### config.mk
export PLATFORM = sky130hd
export DESIGN_NAME = vga_rx_monitor
export DESIGN_NICKNAME = d
export VERILOG_FILES = /design/src/rtl/vga_rx_monitor.sv
export SDC_FILE = /design/constraint.sdc
export NUM_CORES = 1
export LEC_CHECK = 0
export BUFFER_PORTS_ARGS = -buffer_cell sky130_fd_sc_hd__clkbuf_2
export CAP_MARGIN = 20
export CORE_MARGIN = 1
export CORE_UTILIZATION = 50
export DETAILED_ROUTE_END_ITERATION = 6
export GPL_ROUTABILITY_DRIVEN = 0
export GPL_TIMING_DRIVEN = 0
export PLACE_DENSITY = 0.82
export SETUP_SLACK_MARGIN = 0.1
export SYNTH_ARGS = -nofsm -noshare
export SYNTH_HDL_FRONTEND = slang
export SYNTH_SLANG_ARGS = --single-unit
### constraint.sdc
create_clock -name clk_i -period 2.7 [get_ports clk_i]
set_input_delay 0.27 -clock clk_i [delete_from_list [all_inputs] [get_ports clk_i]]
set_output_delay 0.27 -clock clk_i [all_outputs]
set_load 0.03 [all_outputs]
### src/rtl/vga_rx_monitor.sv
// rtl/vga_rx_monitor.sv - VGA receive-side timing checker: coordinate recovery, lock, errors, frame stats
// Optional frame checksum enabled by defining VGA_RX_CHECKSUM_EN.
module vga_rx_monitor #(
    parameter int   H_ACTIVE = 640,
    parameter int   H_FRONT  = 16,
    parameter int   H_SYNC   = 96,
    parameter int   H_BACK   = 48,
    parameter int   V_ACTIVE = 480,
    parameter int   V_FRONT  = 10,
    parameter int   V_SYNC   = 2,
    parameter int   V_BACK   = 33,
    parameter logic SYNC_ACT = 1'b0,
    parameter int   RGB_W    = 12,
    parameter int   X_POS_W  = 10,
    parameter int   Y_POS_W  = 10
) (
    input  logic               clk_i,
    input  logic               rst_i,
    input  logic               pix_stb_i,
    input  logic               vga_hs_i,
    input  logic               vga_vs_i,
    input  logic [RGB_W-1:0]   vga_rgb_i,
    output logic [X_POS_W-1:0] x_o,
    output logic [Y_POS_W-1:0] y_o,
    output logic               active_o,
    output logic [RGB_W-1:0]   rgb_o,
    output logic               locked_o,
    output logic               frame_o,
    output logic               h_err_o,
    output logic               v_err_o,
    output logic [7:0]         err_cnt_o,
    output logic [15:0]        checksum_o,
    output logic               checksum_vld_o
);
    localparam int H_TOTAL = H_ACTIVE + H_FRONT + H_SYNC + H_BACK;
    localparam int V_TOTAL = V_ACTIVE + V_FRONT + V_SYNC + V_BACK;
    localparam int HC_W    = $clog2(H_TOTAL + 1);
    localparam int VC_W    = $clog2(V_TOTAL + 1);
    localparam int H_OFF   = H_SYNC + H_BACK;
    localparam int V_OFF   = V_SYNC + V_BACK;

    localparam logic [HC_W-1:0] H_SYNC_END = HC_W'(H_SYNC - 1);
    localparam logic [HC_W-1:0] H_LAST     = HC_W'(H_TOTAL - 1);
    localparam logic [HC_W-1:0] H_WRAP     = HC_W'(H_TOTAL);
    localparam logic [HC_W-1:0] H_VIS_LO   = HC_W'(H_OFF);
    localparam logic [HC_W-1:0] H_VIS_HI   = HC_W'(H_OFF + H_ACTIVE);
    localparam logic [VC_W-1:0] V_SYNC_END = VC_W'(V_SYNC);
    localparam logic [VC_W-1:0] V_LAST     = VC_W'(V_TOTAL - 1);
    localparam logic [VC_W-1:0] V_WRAP     = VC_W'(V_TOTAL);
    localparam logic [VC_W-1:0] V_VIS_LO   = VC_W'(V_OFF);
    localparam logic [VC_W-1:0] V_VIS_HI   = VC_W'(V_OFF + V_ACTIVE);

    typedef enum logic [1:0] {SEARCH, TRACK, LOCKED} state_t;

    state_t          state;
    logic            hs_prev, vs_prev, vs_pend;
    logic [HC_W-1:0] hcnt, h_next;
    logic [VC_W-1:0] vcnt, v_next;
    logic            hs_act, vs_act, hs_rise, hs_fall, vs_rise, vs_fall;
    logic            h_bad, v_bad, err, vis, lock_ok;

    always_comb begin
        hs_act  = (vga_hs_i == SYNC_ACT);
        vs_act  = (vga_vs_i == SYNC_ACT);
        hs_rise = hs_act & ~hs_prev;
        hs_fall = ~hs_act & hs_prev;
        vs_rise = vs_act & ~vs_prev;
        vs_fall = ~vs_act & vs_prev;
        h_next  = hs_rise ? '0 : hcnt + 1'b1;
        v_next  = vcnt;
        if (vs_rise)
            v_next = '0;
        else if (hs_rise)
            v_next = vcnt + 1'b1;
        // Counts below are those of the previous sample, i.e. the last pixel of the old phase.
        h_bad = (hs_fall && hcnt != H_SYNC_END) ||
                (hs_rise && hcnt != H_LAST) ||
                (!hs_rise && h_next == H_WRAP);
        v_bad = (hs_rise && (vs_pend || vs_fall) && v_next != V_SYNC_END) ||
                (vs_rise && vcnt != V_LAST) ||
                (hs_rise && !vs_rise && v_next == V_WRAP);
        err     = h_bad | v_bad;
        vis     = (h_next >= H_VIS_LO) && (h_next < H_VIS_HI) &&
                  (v_next >= V_VIS_LO) && (v_next < V_VIS_HI);
        lock_ok = (state == LOCKED) && !err;
    end

    assign locked_o = (state == LOCKED);

    always_ff @(posedge clk_i) begin
        if (rst_i) begin
            state     <= SEARCH;
            hs_prev   <= 1'b0;
            vs_prev   <= 1'b0;
            vs_pend   <= 1'b0;
            hcnt      <= '0;
            vcnt      <= '0;
            x_o       <= '0;
            y_o       <= '0;
            active_o  <= 1'b0;
            rgb_o     <= '0;
            frame_o   <= 1'b0;
            h_err_o   <= 1'b0;
            v_err_o   <= 1'b0;
            err_cnt_o <= '0;
        end else begin
            frame_o <= 1'b0;
            if (pix_stb_i) begin
                hs_prev  <= hs_act;
                vs_prev  <= vs_act;
                vs_pend  <= (vs_fall | vs_pend) & ~hs_rise & ~vs_rise;
                hcnt     <= (h_next == H_WRAP) ? '0 : h_next;
                vcnt     <= (v_next == V_WRAP) ? '0 : v_next;
                x_o      <= X_POS_W'(h_next - H_VIS_LO);
                y_o      <= Y_POS_W'(v_next - V_VIS_LO);
                rgb_o    <= vga_rgb_i;
                active_o <= vis && lock_ok;
                if (state != SEARCH) begin
                    h_err_o <= h_err_o | h_bad;
                    v_err_o <= v_err_o | v_bad;
                end
                case (state)
                    SEARCH: if (vs_rise) state <= TRACK;
                    TRACK: begin
                        if (err)
                            state <= SEARCH;
                        else if (vs_rise)
                            state <= LOCKED;
                    end
                    LOCKED: begin
                        if (err) begin
                            state <= SEARCH;
                            if (err_cnt_o != 8'hFF)
                                err_cnt_o <= err_cnt_o + 8'd1;
                        end else if (vs_rise) begin
                            frame_o <= 1'b1;
                        end
                    end
                    default: state <= SEARCH;
                endcase
            end
        end
    end

`ifdef VGA_RX_CHECKSUM_EN
    logic [15:0] cs, pix16;

    assign pix16 = 16'(vga_rgb_i);

    always_ff @(posedge clk_i) begin
        if (rst_i) begin
            cs             <= '0;
            checksum_o     <= '0;
            checksum_vld_o <= 1'b0;
        end else begin
            checksum_vld_o <= 1'b0;
            if (pix_stb_i) begin
                if (vs_rise)
                    cs <= '0;
                else if (vis && lock_ok)
                    cs <= {cs[14:0], cs[15]} ^ pix16;
                if (vs_rise && lock_ok) begin
                    checksum_o     <= cs;
                    checksum_vld_o <= 1'b1;
                end
            end
        end
    end
`else
    assign checksum_o     = 16'h0000;
    assign checksum_vld_o = 1'b0;
`endif

endmodule
==> results of run 1 <==
## worst min-delay path, delay by kind of cell
| kind | cells | cell delay [ps] |
|---|---|---|
| buffers and inverters | 1 | 70 |
| and+or+nand+nor | 1 | 80 |
| muxes | 1 | 50 |
## registers in the layout, indices dropped and copies added (netlist names)
register	count
active_o	1
err_cnt_o	8
frame_o	1
h_err_o	1
hcnt	10
hs_prev	1
rgb_o	12
state	2
v_err_o	1
vcnt	10
vs_pend	1
vs_prev	1
x_o	10
y_o	10
## stage by stage
stage | instances | TNS, ps | hold slack [ps] | worst slack (ps)
after floorplan | 493 | 0 | 369 | 103
after global placement | 650 | -3860 | 450 | -436
after detailed placement | 650 | -4080 | 452 | -456
after CTS | 687 | -1.90 | 153 | -1.90
after global routing | 691 | -1030 | 177 | -147
final | 691 | -647 | 160 | -113
## placed cells by master, fill, tap and decap left out, types with 4 or more instances in the layout
master	synthesis	routed
clkbuf_1	24	20
buf_6	1	6
nand3_1	10	10
o21a_1	4	4
a21oi_2	0	4
and2_1	6	5
a21oi_1	28	23
conb_1	1	17
dfxtp_4	0	4
mux2i_1	25	24
dfxtp_1	69	64
nor2_4	0	4
or3_1	6	6
buf_4	18	40
clkbuf_8	0	12
o21ai_0	12	10
a22oi_1	7	7
nor3_1	11	9
clkbuf_2	0	60
xnor2_1	16	14
ha_1	10	8
nor2_1	80	73
a211oi_1	11	11
xor2_1	7	7
nand4_1	7	7
or2_2	5	5
nand2_1	29	29
inv_1	13	12
nor2b_1	4	4
clkbuf_4	0	4
## kinds of logic (layout without fill, tap and decap cells)
| family | count (synthesis) | count (layout) | synth area share |
|---|---|---|---|
| AND/OR/NAND/NOR | 191 | 191 | 0.244 |
| AO/OA/AOI/OAI | 92 | 92 | 0.166 |
| flip-flops | 69 | 69 | 0.353 |
| buffers and inverters | 64 | 163 | 0.0822 |
| multiplexers | 27 | 27 | 0.0698 |
| XOR/XNOR | 23 | 23 | 0.0515 |
| adder cells (fa/ha/maj) | 10 | 10 | 0.0320 |
| other | 1 | 17 | 0.000959 |
## power groups by stage
| stage | Clock, µW | Combinational (µW) | Sequential [µW] |
|---|---|---|---|
| 3_5_place_dp | 0 | 314 | 1100 |
| 3_3_place_gp | 0 | 308 | 1100 |
| 4_1_cts | 877 | 336 | 1080 |
| 2_1_floorplan | 0 | 177 | 1150 |
| 6_report | 875 | 359 | 1080 |
| 5_1_grt | 912 | 383 | 1080 |
## final cells by class
| type | count | share of cell area |
|---|---|---|
| multi-input combinational | 360 | 0.495 |
| sequential | 69 | 0.274 |
| timing repair buffer | 85 | 0.0995 |
| buffer | 51 | 0.0593 |
| clock buffer | 13 | 0.0331 |
| tap | 99 | 0.0243 |
| inverter | 13 | 0.00955 |
| clock inverter | 1 | 0.00588 |
## layer usage
metal | wire length, µm | vias up | track usage
li1 | - | 1863 | -
met1 | 4510 | 1899 | 0.321
met2 | 5700 | 253 | 0.478
met3 | 936 | 37 | 0.0564
met4 | 303 | 0 | 0.142
met5 | 0 | - | 0
## what timing repair did
| action | CTS | global route |
|---|---|---|
| gates resized for setup | 44 | 30 |
| pin swaps | 12 | 11 |
| hold buffers | 0 | 0 |
| buffers inserted | 22 | 8 |
| endpoints found under the setup margin | 20 | 16 |
| cloned | 1 | 0 |
## final timing paths
kind,from,to,slack (ps),cells after the start
worst max register to register,vcnt[1],err_cnt_o[5],-110,11
worst max-delay path,vcnt[1],err_cnt_o[5],-110,11
worst min register to register,x_o[3],x_o[3],460,2
worst min-delay path,vga_rgb_i[5],rgb_o[5],160,3
==> summary.txt, run 1 <==
Global routing
  – First-pass GRT wire length: 18.2 mm
  – Vias in the first global route: 3860
  – Total GRT Usage: 0.276
  – Grt total ovfl: 0
  – Initial antenna violation count: 0
  – Largest net degree at the start of global routing: 11

STA
  – Worst Tran Pin Value: 832 ps
  – Final period util: 1.04
  – Final WS setup: -113 ps
  – RSZ-0062 raised after global routing: yes
  – Fmax: 355 MHz
  – Slew Limit Fails: 0
  – Post-route clock skew: 7.00 ps
  – Max transition margin: 0.445
  – Hold Violations, Final: 0
  – Minimum clock period after layout: 2810 ps
  – Finish-stage setup viols: 11

Floorplanning
  – DIE HEIGHT: 90.4 µm
  – Die ar.: 8180 µm²
  – Die W: 90.4 µm
  – IO Count: 79
  – Starting density of the core: 0.528
  – Core footprint: 7410 µm²
  – # rows: 31

Worst setup path
  – Slowest cell on crit path: or4_4
  – CP max stage delay: 450 ps
  – Worst Path Max Fanout: 7
  – Data required, critical path: 2940 ps
  – Critical path capture point type: register
  – Worst path cell trace: ha_4 > or3b_1 > buf_6 > or4_4 > nand2_4 > or2_4 > o31ai_4 > buf_4 > a31oi_4 > and3_4 > mux2_4
  – Worst Setup Start Kind: register
  – Arrival time at the worst endpoint: 3050 ps
  – Buffer and inverter count on the worst path: 2
  – CP delay by family, top: simple AND/OR/NAND/NOR gates
  – Setup CP Type: reg -> reg

Clocking
  – Clk buf depth: 2
  – Clk sinks: 69
  – Total CTS buffers: 9
  – Clock latency at the later pin of the worst-skew pair: 350 ps
  – TritonCTS clock tree: built
  – Clock transition at path regs: 70 ps
  – Root Buffer: clkbuf_8
  – H-Tree Depth: 3

Run status
  – Status: complete, but fails checks
  – Failing checks: setup timing

Pwr
  – Share of power burned in combinational logic: 0.156
  – Switch Pwr: 649 µW
  – Clock share of power: 0.379
  – Maximum vdd drop: 0.354 mV
  – Internal power: 1660 µW
  – Post-layout power: 2310 µW
  – P per Cell Area: 452 nW/µm²
  – Seq pwr share: 0.466
  – P_leak: 0.00213 µW
  – Switch share: 0.281

Synthesis
  – Syn Inst Count: 477
  – Asr flop ratio synth: 0
  – Post-synthesis sequential area ratio: 0.353
  – Flops & latches, synth: 69
  – Top-count cell post-synth: nor2_1
  – Cell accounting for the most synthesized area: dfxtp_1
  – Largest cells by area after synthesis: dfxtp_1 35%, nor2_1 7.7%, mux2i_1 6.4%
  – Syn. warnings: 0
  – Synth cell types: 65
  – Synth Flop Type: dfxtp_1
  – Synth top area share: 0.353
  – Post-synth EDFFs: 0
  – Synth top cells by count: 80 x nor2_1, 69 x dfxtp_1, 29 x nand2_1
  – Syn_area_per_cell: 8.20 µm²
  – Synthesized cell area: 3910 µm²

Finish
  – Fillers: 541
  – Multi-input gate area: 2530 µm²
  – Share of layout cells above drive strength 1: 0.316
  – Design Area, Final: 5110 µm²
  – FF+latch area: 1400 µm²
  – Final core utilization: 0.689
  – Number of nets in the layout: 616
  – Syn-to-layout area delta: 30.6%
  – Antenna cells: 0

Detailed routing
  – Router iterations before antenna repair: 5
  – # DRC: 0
  – Post-Route WL: 11.5 mm
  – Starting DRT DRC Count: 459
  – Remaining antenna violation count: 0
  – Via density: 5.86
  – Drt wl/cell: 16.6 µm
  – Routed vias: 4052

Place
  – Port bufs: 58
  – Dpl hpwl: 7.17 mm
  – Placed Area: 4410 µm²

Min path
  – Min-Delay Path Class: in -> reg

Run
  – Max Cap Viol: 0
No activity file was read; power rests on OpenSTA's default activity.
==> run 2: changes to the inputs <==
- RECOVER_POWER: default -> 25
==> summary.txt, run 2 (synthesis results as in run 1) <==
Run status
  – Status: complete, but fails checks
  – Failing checks: setup timing

Global routing
  – Total GRT Usage: 0.276
  – First-pass GRT wire length: 18.2 mm
  – Grt total ovfl: 0
  – Largest net degree at the start of global routing: 11
  – Vias in the first global route: 3860
  – Initial antenna violation count: 0

Detailed routing
  – Drt wl/cell: 16.7 µm
  – Remaining antenna violation count: 0
  – Via density: 5.82
  – Max Used Layer: met4
  – Router iterations before antenna repair: 5
  – Routed vias: 4023
  – Starting DRT DRC Count: 431
  – M1 wire length: 4.59 mm
  – Routed wl met2: 5.62 mm
  – Post-Route WL: 11.5 mm
  – Metal3 WL: 905 µm
  – # DRC: 0

Floorplanning
  – DIE HEIGHT: 90.4 µm
  – IO Count: 79
  – Starting density of the core: 0.528
  – # rows: 31
  – Core footprint: 7410 µm²
  – Die W: 90.4 µm
  – Die ar.: 8180 µm²

Finish
  – Reg with most FFs: rgb_o
  – Commonest non-fill, non-tap cell in the layout: nor2_1
  – Syn-to-layout area delta: 29.8%
  – FF+latch area: 1400 µm²
  – Fillers: 559
  – Share of layout cells above drive strength 1: 0.274
  – Design Area, Final: 5080 µm²
  – Most frequent cells in the layout: 73 x nor2_1, 64 x dfxtp_1, 45 x clkbuf_1
  – Max reg flops: 12
  – Number of nets in the layout: 616
  – Multi-input gate area: 2530 µm²
  – Antenna cells: 0

Pwr
  – P_leak: 0.00205 µW
  – Post-layout power: 2310 µW
  – Maximum vdd drop: 0.354 mV
  – P per Cell Area: 456 nW/µm²

Worst setup path
  – CP delay by family, top: simple AND/OR/NAND/NOR gates
  – Arrival time at the worst endpoint: 3060 ps
  – Worst path cell trace: ha_4 > or3b_1 > buf_6 > or4_4 > nand2_4 > or2_4 > o31ai_4 > buf_4 > a31oi_4 > and3_4 > mux2_4
  – Critical path capture point type: register
  – Data required, critical path: 2940 ps
  – Buffer and inverter count on the worst path: 2
  – Worst Path Max Fanout: 7
  – Slowest cell on crit path: or4_4
  – Worst Setup Start Kind: register
  – CP max stage delay: 450 ps
  – Setup CP Type: reg -> reg

STA
  – Hold Violations, Final: 0
  – RSZ-0062 raised after global routing: yes
  – Final period util: 1.04
  – Max transition margin: 0.445
  – Post-route clock skew: 8.51 ps
  – Fmax: 355 MHz
  – Final WS setup: -115 ps
  – Finish-stage setup viols: 11
  – Minimum clock period after layout: 2820 ps
  – Slew Limit Fails: 0
  – Worst Tran Pin Value: 832 ps

Place
  – Dpl hpwl: 7.17 mm
  – Port bufs: 58
  – Placed Area: 4410 µm²

Clocking
  – Total CTS buffers: 9
  – Clk sinks: 69
  – Root Buffer: clkbuf_8
  – Clock transition at path regs: 70 ps
  – TritonCTS clock tree: built
  – Clock latency at the later pin of the worst-skew pair: 360 ps
  – Clk buf depth: 2
  – H-Tree Depth: 3

Run
  – Max Cap Viol: 0

Min path
  – Min-Delay Path Class: in -> reg
[run 2: cell counts in the layout (fill, tap and decap cells not counted)]
Identical to the previous run, type by type.
[run 2: through the flow]
| stage | setup TNS (ps) | instances | utilization | worst slack (ps) | hold WS [ps] |
|---|---|---|---|---|---|
| floorplan | 0 | 493 | - | 103 | 369 |
| global placement | -3860 | 650 | 0.596 | -436 | 450 |
| detailed placement | -4080 | 650 | 0.596 | -456 | 452 |
| CTS | -1.90 | 687 | 0.671 | -1.90 | 153 |
| global route | -1030 | 691 | 0.685 | -147 | 177 |
| finish | -615 | 691 | 0.685 | -115 | 156 |
[run 2: final cells by class]
cell class,instances,share of cell area
Sequential cell,69,0.275
Clock inverter,1,0.00592
Multi-Input combinational cell,360,0.498
Timing Repair Buffer,85,0.0939
Tap cell,99,0.0244
Clock buffer,13,0.0333
Inverter,13,0.00961
Buffer,51,0.0596
[run 2: layer usage]
metal | GRT usage | vias to the layer above
met3 | 0.0564 | 48
li1 | - | 1856
met2 | 0.478 | 254
met4 | 0.142 | 0
met5 | 0 | -
met1 | 0.321 | 1865
[run 2: repair_timing]
action / 4_1_cts / 5_1_grt
hold endpoints to repair: 0 / 0
cloned: 1 / 0
setup buffers: 22 / 8
setup endpoints to repair: 20 / 16
gates resized for setup: 44 / 30
pin swaps: 12 / 11
hold buffers: 0 / 0
[run 2: worst paths after layout]
path / startpoint / to / slack [ps] / cells after the start
worst min register to register: x_o[3] / x_o[3] / 460 / 2
worst max-delay path: vcnt[1] / err_cnt_o[5] / -120 / 11
worst min-delay path: vga_rgb_i[5] / rgb_o[5] / 160 / 3
worst max register to register: vcnt[1] / err_cnt_o[5] / -120 / 11
[run 2: worst reg2reg max path: stages, from the launching register on]
cell and delay (ps):
dfxtp_4 370, ha_4 130, or3b_1 350, buf_6 160
or4_4 450, nand2_4 120, or2_4 140, o31ai_4 70
buf_4 160, a31oi_4 230, and3_4 230, mux2_4 290
[run 2: power by group]
group	switching (µW)	total, µW	internal, µW
clock	388	881	493
sequential	25.3	1080	1050
combinational	242	355	113
